`src/rtl/divider_pkg.sv`:
```
// divider_pkg: state encodings and default widths for the sequential divider.
package divider_pkg;
  localparam logic [1:0] ST_IDLE = 2'b00;
  localparam logic [1:0] ST_CALC = 2'b01;
  localparam logic [1:0] ST_DONE = 2'b10;
  localparam int DIV_DW = 8;
  localparam int DIV_VW = 4;
endpackage

```
`src/rtl/divider_step.sv`:
```
// divider_step: one combinational restoring shift-subtract step.
module divider_step #(
  parameter int VW = 4
) (
  input  logic [VW:0]   rem,
  input  logic          din,
  input  logic [VW-1:0] dvs,
  output logic [VW:0]   nrem,
  output logic          qbit
);
  logic [VW:0] sh;
  always_comb begin
    sh   = {rem[VW-1:0], din};
    // a partial that already overflowed VW bits necessarily exceeds the divisor
    qbit = rem[VW] | (sh >= {1'b0, dvs});
    nrem = qbit ? sh - {1'b0, dvs} : sh;
  end
endmodule

```
`src/rtl/divider.sv`:
```
// divider: sequential unsigned restoring divider, one quotient bit per clock.
// Optional debug outputs dbg_state/dbg_count/dbg_rem when DIVIDER_DEBUG_EN is defined.
module divider
  import divider_pkg::*;
#(
  parameter int DW = DIV_DW,
  parameter int VW = DIV_VW
) (
  input  logic          clk,
  input  logic          reset,
  input  logic          start,
  input  logic [DW-1:0] A,
  input  logic [VW-1:0] B,
  output logic [DW-1:0] Q,
  output logic [VW-1:0] R,
  output logic          rdy,
  output logic          busy,
  output logic          div_zero
`ifdef DIVIDER_DEBUG_EN
  ,
  output logic [1:0]              dbg_state,
  output logic [$clog2(DW):0]     dbg_count,
  output logic [VW:0]             dbg_rem
`endif
);
  localparam int CW = $clog2(DW) + 1;
  logic [1:0]    state;
  logic [DW-1:0] dvd;
  logic [VW-1:0] dvs;
  logic [VW:0]   rem;
  logic [VW:0]   nrem;
  logic [CW-1:0] cnt;
  logic          qbit;
  logic          dz;
  divider_step #(.VW(VW)) u_step (
    .rem  (rem),
    .din  (dvd[DW-1]),
    .dvs  (dvs),
    .nrem (nrem),
    .qbit (qbit)
  );
  // the dividend register doubles as the quotient register as bits shift through
  always_ff @(posedge clk) begin
    if (!reset) begin
      state <= ST_IDLE;
      dvd   <= '0;
      dvs   <= '0;
      rem   <= '0;
      cnt   <= '0;
      dz    <= 1'b0;
    end else if (state == ST_IDLE && start) begin
      dvd   <= (B == '0) ? '1 : A;
      dvs   <= B;
      rem   <= '0;
      cnt   <= '0;
      dz    <= (B == '0);
      state <= (B == '0) ? ST_DONE : ST_CALC;
    end else if (state == ST_CALC) begin
      dvd <= {dvd[DW-2:0], qbit};
      rem <= nrem;
      cnt <= cnt + CW'(1);
      if (cnt == CW'(DW - 1)) state <= ST_DONE;
    end else if (state != ST_IDLE) begin
      dz    <= 1'b0;
      state <= ST_IDLE;
    end
  end
  always_comb begin
    rdy      = (state == ST_DONE);
    busy     = (state != ST_IDLE);
    div_zero = rdy & dz;
    Q        = rdy ? dvd : '0;
    R        = rdy ? rem[VW-1:0] : '0;
  end
`ifdef DIVIDER_DEBUG_EN
  assign dbg_state = state;
  assign dbg_count = cnt;
  assign dbg_rem   = rem;
`endif
endmodule

```
`config.mk`:
```
export PLATFORM = sky130hd
export DESIGN_NAME = divider
export DESIGN_NICKNAME = d
export VERILOG_FILES = /design/src/rtl/divider_pkg.sv /design/src/rtl/divider_step.sv /design/src/rtl/divider.sv
export SDC_FILE = /design/constraint.sdc
export NUM_CORES = 1
export LEC_CHECK = 0
export BUFFER_PORTS_ARGS = -buffer_cell sky130_fd_sc_hd__buf_2
export CAP_MARGIN = 20
export CORE_ASPECT_RATIO = 2
export CORE_MARGIN = 2
export CORE_UTILIZATION = 50
export CTS_BUF_LIST = sky130_fd_sc_hd__clkbuf_4 sky130_fd_sc_hd__clkbuf_8
export DETAILED_ROUTE_END_ITERATION = 8
export PLACE_DENSITY = 0.75
export SLEW_MARGIN = 20
export SYNTH_ARGS = -nofsm -noshare
export SYNTH_HDL_FRONTEND = slang
export SYNTH_HIERARCHICAL = 1
export SYNTH_SLANG_ARGS = --single-unit
```
`constraint.sdc`:
```
create_clock -name clk -period 1.7 [get_ports clk]
set_input_delay 0.17 -clock clk [delete_from_list [all_inputs] [get_ports clk]]
set_output_delay 0.17 -clock clk [all_outputs]
set_load 0.05 [all_outputs]
```
==> summary.md <==
| Metric | Value |
|---|---|
| Fin crit period | `1.87 ns` |
| Die Y | `78.7 um` |
| Nets | `234` |
| Seq. cell area | `493 um^2` |
| Status | `finished with violations` |
| Clk slew on worst S/H paths | `0.09 ns` |
| Core Region | `2700 um^2` |
| WHS | `0.140 ns` |
| Cell variety after synth | `40` |
| Hold Path Depth | `3` |
| Clock Path Buffers | `2` |
| I/O Buffers | `29` |
| Iteration-0 DRC Markers | `17` |
| Largest net degree at the start of global routing | `18` |
| CTS tree | `yes` |
| Seq cells post-synth | `24` |
| Period utilization | `1.10` |
| LEAKAGE | `0.787 nW` |
| Vias in the first global route | `1,242` |
| Fmax | `0.534 GHz` |
| CP Capture Type | `register` |
| Syn Area/Cell | `8.21 um^2` |
| Crit path max fanout | `4` |
| Peak VDD IR | `0.586 mV` |
| Mapped Area | `1400 um^2` |
| Hold Fails Final Rpt | `0` |
| Syn Inst Count | `170` |
| Clk root buf | `clkbuf_8` |
| Gpl congestion | `0.753` |
| Share of cells above drive strength 1 | `0.377` |
| Initial core utilization | `0.516` |
| Synth Flop Type | `dfxtp_1` |
| Final setup margin | `-0.174 ns` |
| Worst Reg-to-Reg Cells | `7` |
| Vias post-DR | `1,304` |
| Seq/Total Area, Yosys | `0.344` |
| Hold Crit Class | `primary input to register` |
| Area Growth Syn to Fin | `29.0%` |
| Warnings, synthesis | `6` |
| Worst Path Arrival | `2.03 ns` |
| Rows | `27` |
| Startpoint Class | `register` |
| Drc violations | `0` |
| Count leader, synth | `nand2_1` |
| Kind of critical path | `register to register` |
| Yosys top cell by area | `dfxtp_1` |
| Worst-margin pin slew | `0.415 ns` |
| Final setup fails | `6` |
| Syn_nets | `191` |
| Total wire length | `3360 um` |
| Initial antenna violation count | `0` |
| Failing checks | `setup timing` |
| Slew HR | `0.723` |
| Worst EP required | `1.86 ns` |
| Clk_lat worst skew | `0.27 ns` |
| Filler cells | `248` |
| Synth top area share | `0.344` |
| Number of synthesized flops with an enable pin | `0` |
| Final Core Density | `0.666` |
| TritonCTS sink count | `24` |
| Footprint of the multi-input gates | `900 um^2` |
| Final Max Tran Viols | `0` |
| Max_cap viols | `0` |
| Total congestion overflow | `0` |
| Global-route wire length before repair | `5570 um` |
| Antenna Cells | `0` |
| CTS Buf Count | `3` |
| Global Route Usage Sum | `0.245` |
| Final ANT Viol Nets | `0` |
| H-Tree Depth | `1` |
| Number of top-level pins | `30` |
| Drt pass-1 iters | `4` |
| Pwr/cell area | `854 nW/um^2` |
| Die area | `3250 um^2` |
| Top cells by area, synth | `dfxtp_1, nand2_1, a21oi_1, and2_1, a22o_1` |
| Routed WL per cell | `14.0 um` |
| RSZ-0062 raised after global routing | `true` |
| Via/cell ratio | `5.41` |
| Async S/R FF share, synth | `0` |
| Sum Neg Setup Slack | `-0.635 ns` |
| Commonest cells post-synth | `nand2_1, dfxtp_1, a21oi_1, and2_1, or3_1` |
| Post-DP HPWL | `2640 um` |
| Die Wd | `41.4 um` |
| Final Skew | `0.00364 ns` |
## layout make-up
| type | count | area share |
|---|---|---|
| Multi-Input combinational cell | 130 | 0.500 |
| Sequential cell | 24 | 0.274 |
| Timing Repair Buffer | 47 | 0.161 |
| Clock buffer | 4 | 0.0306 |
| Tap cell | 29 | 0.0202 |
| Inverter | 7 | 0.0146 |
## worst max-delay path, cell delays in order (launching register included)
cell and delay, ns:
dfxtp_2 0.35, ha_4 0.24, a41o_1 0.24, or3_4 0.37, nor2_8 0.13, mux2_4 0.31, nand2_2 0.07, a21oi_2 0.05
## per-stage QoR
stage          instance area [um^2]  setup slack (ns)  power, W  instances
6_report                       1800            -0.174   0.00154        241
5_1_grt                        1800            -0.211   0.00162        241
4_1_cts                        1770            -0.166   0.00153        239
3_5_place_dp                   1680            -0.266   0.00113        234
3_3_place_gp                   1680            -0.214   0.00112        234
2_1_floorplan                  1440            -0.195   0.00101        170
## routing by layer
| layer | GRT usage | part of all wire | vias to the layer above |
|---|---|---|---|
| met5 | 0 | 0 | - |
| met4 | 0.116 | 0.034 | 0 |
| met3 | 0.0279 | 0.027 | 11 |
| met2 | 0.428 | 0.57 | 32 |
| met1 | 0.264 | 0.37 | 597 |
| li1 | - | - | 664 |
## path summary, 6_finish.rpt
check,from,to,slack [ns]
worst max-delay path,rem[0]$_SDFFE_PP0N_,rem[2]$_SDFFE_PP0N_,-0.17
worst min register to register,rem[4]$_SDFFE_PP0N_,rem[4]$_SDFFE_PP0N_,0.47
worst max register to register,rem[0]$_SDFFE_PP0N_,rem[2]$_SDFFE_PP0N_,-0.17
worst min-delay path,B[2],dvs[2]$_SDFFE_PN0P_,0.14
## report_power, final
| part | internal [W] | leakage, nW | switching (W) |
|---|---|---|---|
| Sequential | 0.000609 | 0.201 | 0.0000442 |
| Combinational | 0.000237 | 0.558 | 0.000258 |
| Clock | 0.000207 | 0.0288 | 0.000182 |
## logic make-up (layout without fill, tap and decap cells)
logic type / Yosys count / count (layout) / synth area share
XOR/XNOR: 3 / 3 / 0.0188
adder cells (fa/ha/maj): 6 / 6 / 0.0592
AND/OR/NAND/NOR: 77 / 77 / 0.300
flip-flops: 24 / 24 / 0.344
AO/OA/AOI/OAI: 40 / 40 / 0.190
buffers and inverters: 16 / 58 / 0.0556
multiplexers: 4 / 4 / 0.0323
## registers in the layout (all words and copies together), names as in the netlist
| signal | cells |
|---|---|
| dvd | 8 |
| rem | 5 |
| cnt | 4 |
| dvs | 4 |
| state | 2 |
| dz | 1 |
## layout by cell type (no fill, tap or decap), drive strengths merged, types with 2 or more instances in the layout
cell    count
dfxtp      24
nand2b      3
inv         7
o21a        4
nor2b       3
clkbuf      6
nor3        2
a22o        8
ha          5
xnor2       2
o21ai       2
buf        45
or3        10
nand2      30
a21oi      17
mux2i       3
nor2        9
and2       13
a21boi      4
## repair_timing
action / 4_1_cts / 5_1_grt
pin swaps: 6 / 5
gates resized for setup: 9 / 5
buffers inserted: 1 / 2
endpoints found under the setup margin: 6 / 19
hold buffers: 0 / 0
No activity file was read; power rests on OpenSTA's default activity.
